==> config.mk <==
export PLATFORM = sky130hd
export DESIGN_NAME = tx_queue_8x9
export DESIGN_NICKNAME = d
export VERILOG_FILES = /design/src/rtl/tx_queue_8x9.sv
export SDC_FILE = /design/constraint.sdc
export NUM_CORES = 1
export LEC_CHECK = 0
export CORE_ASPECT_RATIO = 0.8
export CORE_MARGIN = 2
export CORE_UTILIZATION = 34
export CTS_BUF_LIST = sky130_fd_sc_hd__clkbuf_2
export DETAILED_ROUTE_END_ITERATION = 10
export GPL_TIMING_DRIVEN = 1
export HOLD_SLACK_MARGIN = 0.15
export PLACE_DENSITY = 0.63
export SLEW_MARGIN = 0
export SYNTH_ARGS = -nofsm -noshare
export SYNTH_HDL_FRONTEND = slang
export SYNTH_SLANG_ARGS = --single-unit
==> constraint.sdc <==
create_clock -name clk -period 4.7 [get_ports clk]
set_input_delay 0.705 -clock clk [delete_from_list [all_inputs] [get_ports clk]]
set_output_delay 0.705 -clock clk [all_outputs]
set_load 0.005 [all_outputs]
==> src/rtl/tx_queue_8x9.sv <==
// tx_queue_8x9 : 8-entry x 9-bit transmit character queue for a SpaceWire link.
// The host writes N-Chars through a write-only Wishbone B4 pipelined slave.
// Characters drain toward the transmitter only while FCT-granted credit remains.
// Each FCT adds CREDIT_STEP. An FCT that would push credit past CREDIT_MAX is
// dropped and raises a sticky error.
module tx_queue_8x9 #(
    parameter int CREDIT_STEP = 8,
    parameter int CREDIT_MAX  = 56
) (
    input  logic       clk,
    input  logic       reset,
    // Wishbone write port
    input  logic       stb_i,
    input  logic [8:0] dat_i,
    output logic       ack_o,
    output logic       stall_o,
    // queue status
    output logic       full_o,
    output logic       empty_o,
    // link flow control and transmitter handshake
    input  logic       fct_i,
    input  logic       tx_rdy_i,
    output logic       nchar_o,
    output logic       lchar_o,
    output logic [7:0] char_o,
    output logic [5:0] credit_o,
    output logic       credit_err_o,
    // bench visibility
    output logic [7:0] occupied_tb,
    output logic [2:0] rp_tb,
    output logic [2:0] wp_tb
);

    localparam int DEPTH = 8;

    // Storage and control state
    logic [8:0] slot [DEPTH];
    logic [7:0] occupied;
    logic [2:0] rp;
    logic [2:0] wp;
    logic [5:0] credit;
    logic       credit_err;

    // Output registers
    logic       ack_p1;
    logic       nchar_p1;
    logic       lchar_p1;
    logic [7:0] char_p1;

    // Combinational decode
    logic       full;
    logic       empty;
    logic       accept;
    logic       ctrl_only;
    logic       store;
    logic       pop;
    logic [8:0] head;
    logic [6:0] credit_fct;
    logic       fct_overflow;
    logic [5:0] credit_nxt;
    logic       credit_err_nxt;
    logic [7:0] occupied_nxt;

    assign full  = &occupied;
    assign empty = ~|occupied;
    assign head  = slot[rp];

    // Write acceptance: FCT (00) and ESC (11) L-chars are acked but never queued
    always_comb begin
        accept    = stb_i & ~full;
        ctrl_only = dat_i[8] & ((dat_i[1:0] == 2'b00) | (dat_i[1:0] == 2'b11));
        store     = accept & ~ctrl_only;
    end

    // Pop needs a valid head slot, a ready transmitter and at least one credit
    always_comb begin
        pop = occupied[rp] & tx_rdy_i & (credit != 6'd0);
    end

    // Credit arithmetic: next = credit + STEP*fct - pop, overflowing FCT dropped
    always_comb begin
        credit_fct     = {1'b0, credit} + 7'(CREDIT_STEP) - {6'd0, pop};
        fct_overflow   = fct_i & (credit_fct > 7'(CREDIT_MAX));
        credit_nxt     = credit - {5'd0, pop};
        credit_err_nxt = credit_err;
        if (fct_i && !fct_overflow) begin
            credit_nxt = credit_fct[5:0];
        end
        if (fct_overflow) begin
            credit_err_nxt = 1'b1;
        end
    end

    // Occupancy: a simultaneous write and pop always target different slots
    always_comb begin
        occupied_nxt = occupied;
        if (pop) begin
            occupied_nxt[rp] = 1'b0;
        end
        if (store) begin
            occupied_nxt[wp] = 1'b1;
        end
    end

    // Control state: pointers, occupancy, credit and sticky error
    always_ff @(posedge clk or posedge reset) begin
        if (reset) begin
            occupied   <= '0;
            rp         <= '0;
            wp         <= '0;
            credit     <= '0;
            credit_err <= 1'b0;
        end else begin
            occupied   <= occupied_nxt;
            credit     <= credit_nxt;
            credit_err <= credit_err_nxt;
            if (pop) begin
                rp <= rp + 3'd1;
            end
            if (store) begin
                wp <= wp + 3'd1;
            end
        end
    end

    // Character storage; stale contents are harmless because occupancy gates them
    always_ff @(posedge clk) begin
        if (store) begin
            slot[wp] <= dat_i;
        end
    end

    // Stage p1: registered ack and one-cycle transmit strobes with held payload
    always_ff @(posedge clk or posedge reset) begin
        if (reset) begin
            ack_p1   <= 1'b0;
            nchar_p1 <= 1'b0;
            lchar_p1 <= 1'b0;
            char_p1  <= '0;
        end else begin
            ack_p1   <= accept;
            nchar_p1 <= pop & ~head[8];
            lchar_p1 <= pop & head[8];
            if (pop) begin
                char_p1 <= head[7:0];
            end
        end
    end

    assign ack_o        = ack_p1;
    assign stall_o      = full;
    assign full_o       = full;
    assign empty_o      = empty;
    assign nchar_o      = nchar_p1;
    assign lchar_o      = lchar_p1;
    assign char_o       = char_p1;
    assign credit_o     = credit;
    assign credit_err_o = credit_err;
    assign occupied_tb  = occupied;
    assign rp_tb        = rp;
    assign wp_tb        = wp;

endmodule
# --- Word level (Yosys, flattened, before mapping) ---
# Memory sizes are Yosys's and may differ from the RTL's.
# Index checks and enable logic that the tools add are counted.
# Widths: inputs -> output; s select.
word_totals:
  reg_bits: 32
  latch_bits: 0
  ramBits: 72
  rom_bits: 0
  out_inout_bits: 35
  mem_count: 1
memory_table:
  columns: ["memory", "words", "width", "read_ports", "rd_clocked_by_memory_dff", "write_ports", "line", "text"]
  rows:
  - ["slot", 8, 9, 1, 0, 1, "37", "logic [8:0] slot [DEPTH];"]
op_classes:
  add_sub_neg: 5
  n_mul: 0
  n_div: 0
  magnitude_cmp: 5
  n_eq_ne: 1
  n_shift: 0
  muxes: 11
  n_bitwise: 15
  n_reduce_logical: 9
op_table:
  columns: ["operator", "n"]
  rows:
  - ["$mux 8", 2]
  - ["$and 1x1->1", 8]
  - ["$and 8x8->8", 1]
  - ["$lt 3x4->1 const B", 2]
  - ["$not 8->8", 1]
  - ["$or 8x8->8", 1]
  - ["$reduce_and 8->1", 1]
  - ["$reduce_or 8->1", 1]
  - ["$add 6x4->7 const B", 1]
  - ["$gt 7x6->1 const B", 1]
  - ["$sub 7x1->7", 1]
  - ["$add 3x1->3 const B", 2]
  - ["$demux 1 s3", 2]
  - ["$ge 3x1->1 const B", 2]
  - ["$mux 6", 1]
  - ["$reduce_bool 6->1", 1]
  - ["$sub 6x1->6", 1]
  - ["$mux 1", 5]
  - ["$bmux 1 s3", 1]
  - ["$logic_and 1x1->1", 3]
  - ["$not 1->1", 3]
  - ["$eq 2x2->1 const B", 1]
  - ["$logic_not 1->1", 2]
  - ["$logic_not 2->1", 1]
  - ["$or 1x1->1", 1]

# --- Logic depth before layout (Yosys ltp) ---
logic_depth:
  word_depth: 10
  depth_mapped: 18
  mapped_depth_nobuf: 14

# --- Worst setup path before layout ---
# OpenSTA, ideal clock, no wires.
synth_timing:
  kind: "register -> register"
  from: "register credit[2] (netlist: credit_o[2])"
  to: "register credit[2] (netlist: credit_o[2])"
  arrival_ps: 3457
  required_ps: 4575
  path_slack_ps: 1118
  stages_incl_launch_ff: 18
  period_less_slack_ps: 3582
  path_cell_list: "dfrtp_1 -> inv_1 -> ha_1 -> a41oi_1 -> o31ai_1 -> buf_2 -> buf_4 -> inv_1 -> ha_1 -> inv_1 -> ha_1 -> fa_1 -> a211oi_2 -> xnor2_1 -> a2111o_1 -> and3_1 -> buf_6 -> mux2_4"
synth_between:
  elab_chain_len: 8
  word_cells_on_any_way: 10
  cone_classes: "3 x add/sub; 1 x order compare; 1 x mux; 2 x bitwise; 3 x reduce/logical"
synth_rtl:
  columns: ["element", "line", "text"]
  rows:
  - ["start, declared", "41", "logic [5:0] credit;"]
  - ["start signal, assigned", "115", "credit <= credit_nxt;"]
  - ["parallel branches: the longest is 7 deep, another holds $add 6x4->7", null, null]
  - ["$mux 6 (*)", "86", "if (fct_i && !fct_overflow) begin"]
  - ["net credit_nxt[2]", "60", "logic [5:0] credit_nxt;"]
# Mark *: on every way through the listed nets, which the timed path passes.
# A chain may end at the register's enable or synchronous reset.

# --- Worst setup path after layout ---
layout_timing:
  from: "register rp[2] (netlist: rp_tb[2])"
  to: "register credit[2] (netlist: credit_o[2])"
layout_between:
  elab_chain_len: 10
  word_cells_on_any_way: 11
  cone_classes: "2 x add/sub; 1 x order compare; 3 x mux; 3 x bitwise; 2 x reduce/logical"
layout_rtl:
  columns: ["element", "line", "text"]
  rows:
  - ["start, declared", "39", "logic [2:0] rp;"]
  - ["start signal, assigned", "118", "rp <= rp + 3'd1;"]
  - ["$bmux 1 s3 (*)", "77", "pop = occupied[rp] & tx_rdy_i & (credit != 6'd0);"]
  - ["$mux 1 (not written as such) (*)", "77", null]
  - ["$and 1x1->1 (*) (2 in a row)", "77", null]
  - ["$sub 7x1->7", "82", "credit_fct = {1'b0, credit} + 7'(CREDIT_STEP) - {6'd0, pop};"]
  - ["$gt 7x6->1", "83", "fct_overflow = fct_i & (credit_fct > 7'(CREDIT_MAX));"]
  - ["$and 1x1->1", "83", null]
  - ["$logic_not 1->1", "86", null]
  - ["$logic_and 1x1->1", "86", null]
  - ["$mux 6 (*)", "86", null]
  - ["net credit_nxt[2]", "60", null]
# Mark *: on every way through the listed nets, which the timed path passes. The rest lies on a longest branch. The select of a mux whose other input is x is not followed.

==> impl_metrics.csv <==
group,metric,value,unit
run_status,status,"finished clean",
power,internal_power,0.00215,W
logic_synthesis,ys_types,43,
sta,hold_viol_final,0,
placed_design,post-place-ws,752,ps
clocking,cts_setup_buffers,0,
logic_synthesis,syn-cell-area,0.00451,mm2
grt,grt_pass1_wl,13.7,mm
power,p_clk_share,15.0,%
sta,fin_crit_sh,78.6,%
grt,grt_max_degree,33,
critical_path,worstPathRequired,5220,ps
logic_synthesis,ys_seq_elements,104,
cells_and_area,nets,370,
power,swShare,35.2,%
clocking,clk_latency,580,ps
cells_and_area,nFillCells,1154,
logic_synthesis,syn_avg_cell_area,15.8,um2
power,ir_worst_vdd,0.000203,V
clocking,cts_buffer_depth,2,
power,combPwrFrac,43.4,%
sta,period_minus_slack,3690,ps
sta,max-slew-margin-rel,32.7,%
logic_synthesis,synth_edf_count,72,
routing,drt_iter0_drc,153,
cells_and_area,multiInputGateArea,0.00143,mm2
clocking,cts_sinks,104,
die,die_h,107,um
die,dieArea,0.0142,mm2
routing,wl_per_cell,16.4,um
clocking,clk_pin_slew_worst_paths,310,ps
routing,num_vias,2437,
grt,gr-usage-all-layers,12.8,%
min_path,hold_class,"input pin to asynchronous set/reset pin",
sta,tns,0,ps
routing,detail_route.first_pass.iterations,4,
critical_path,cp_data_arrival_time,4210,ps
sta,finalMaxSlewViolations,0,
placed_design,gp_congestion,0.777,
die,fp-row-count,37,
grt,grt_pass1_vias,2419,
critical_path,cp_max_fo,15,
routing,drc,0,
clocking,cts-htree-levels,3,
clocking,cts_resized,0,
placed_design,io_buffers,48,
cells_and_area,area_growth,19.4,%
critical_path,startpoint,"rp_tb[2]$_DFFE_PP0N_",
clocking,cts-root-buf,"clkbuf_2",
sta,finalSetupViolCount,0,
die,io_pins,49,
power,p_leak,1.97,nW
logic_synthesis,postSynthNetCount,315,
power,powerDensity,616,mW/mm2
clocking,tritoncts,"built",
routing,vias_per_cell,4.69,
logic_synthesis,synth_warnings,0,
die,initial_core_util,34.9,%
cells_and_area,drive_above_1_share,15.7,%
die,die_x,133,um
cells_and_area,final_cell_mix,"edfxtp_1, clkdlybuf4s50_1, dfrtp_1, mux4_2, o21ai_0",
routing,wl,8.52,mm
logic_synthesis,synth_seq_area_share,65.7,%
critical_path,worstSetupEndpointType,"flip-flop",
logic_synthesis,synthArstFlopShare,30.8,%
clocking,hold_buffers,0,
logic_synthesis,synth_ff_type,"edfxtp_1",
cells_and_area,final_common_cell,"edfxtp_1",
sta,skew,41.4,ps
sta,worst_slew_pin_slew,1010,ps
cells_and_area,antennaDiodeCount,0,
sta,rsz0062_at_grt,"false",
die,coreArea,0.0129,mm2
power,seq_power_share,41.6,%
job,cap_violations,0,
placed_design,dpl.hpwl,5.79,mm
routing,antenna_left,0,
logic_synthesis,synthCells,285,
sta,max_freq,271,MHz
critical_path,start_kind,"flip-flop",
grt,antenna_found_initial,0,
critical_path,crit_type,"flip-flop to flip-flop",
cells_and_area,regArea,0.00296,mm2
clocking,cts_made_buffers,9,
power,switchingPower,0.00117,W
sta,fin_ws,1010,ps
critical_path,reg2reg_from,"rp_tb[2]$_DFFE_PP0N_",
grt,globalRoute.totalOverflow,0,
final timing paths:
check	to	slack, ps	cells past startpoint
max in group asynchronous	rp_tb[1]$_DFFE_PP0N_	3890	3
setup reg to reg	credit_o[2]$_DFF_PP0_	1010	13
setup / recovery	credit_o[2]$_DFF_PP0_	1010	13
min in group clk	credit_err_o$_DFFE_PP0P_	500	1
hold reg to reg	credit_err_o$_DFFE_PP0P_	500	1
hold / removal	char_o[1]$_DFFE_PP0N_	460	3
cells by family after synthesis:
group | Yosys count | share of synthesized area [%]
fa+ha+maj | 16 | 4.61
flops | 104 | 65.7
mux | 37 | 13.4
xor+xnor | 13 | 2.53
compound gates | 29 | 4.16
buf+inv | 30 | 3.16
simple gates | 56 | 6.41
Yosys cell counts (5+ instances only):
cell	count	area, um2
clkbuf_1	5	18.8
mux2i_1	15	150
dfrtp_1	32	801
inv_1	14	52.6
xnor2_1	10	87.6
nor2_1	13	48.8
o21ai_0	16	80.1
nand2_1	15	56.3
mux4_2	18	405
edfxtp_1	72	2160
ha_1	15	188
power groups by stage:
stage               clock (W)  sequential (W)  combinational [W]
floorplan                   0         0.00134           0.000979
global route         0.000553         0.00142            0.00160
CTS                  0.000525         0.00138            0.00147
detailed placement          0         0.00141            0.00147
finish               0.000499         0.00138            0.00144
global placement            0         0.00140            0.00145
critical path: stages, from the launching register on:
cell,delay (ps)
dfrtp_1,800
nand2_1,140
o21ai_0,380
o31ai_4,80
inv_1,80
ha_1,190
inv_1,60
ha_1,210
fa_1,430
a211oi_2,210
xnor2_1,110
a2111o_1,360
and3_1,270
mux2_4,310
per-layer routing:
layer  track usage, %  share of wire (%)  up-vias
met5                0                  0        -
met4             3.00               0.41        0
met3             3.83                4.9        2
met2             19.7                 47       50
met1             18.0                 48     1211
li1                 -                  -     1174
state kept, by name, summed over array words and instances, names as in the netlist:
| register | flops |
|---|---|
| ack_o | 1 |
| char_o | 8 |
| credit_err_o | 1 |
| credit_o | 6 |
| lchar_o | 1 |
| nchar_o | 1 |
| occupied_tb | 8 |
| rp_tb | 3 |
| slot | 72 |
| wp_tb | 3 |
per-stage QoR:
stage          utilization [%]  std cells  power [W]  cell area, um2  hold WS [ps]
4_1_cts                   41.7        520    0.00338            5380           426
3_5_place_dp              40.5        504    0.00287            5230           448
3_3_place_gp              40.5        504    0.00285            5230           449
5_1_grt                   41.7        520    0.00356            5380           438
6_report                  41.7        520    0.00332            5380           458
2_1_floorplan                -        285    0.00232            4510           451
final cells by class:
cell class	count	share of cell area (%)
repair buffers	59	10.5
multi-input cells	151	26.5
well taps	175	4.07
flip-flops and latches	104	55.0
clock buffers	9	0.837
inverters	15	1.05
clock inverters	7	2.02
Note: power is estimated with default switching activity, not from simulation.
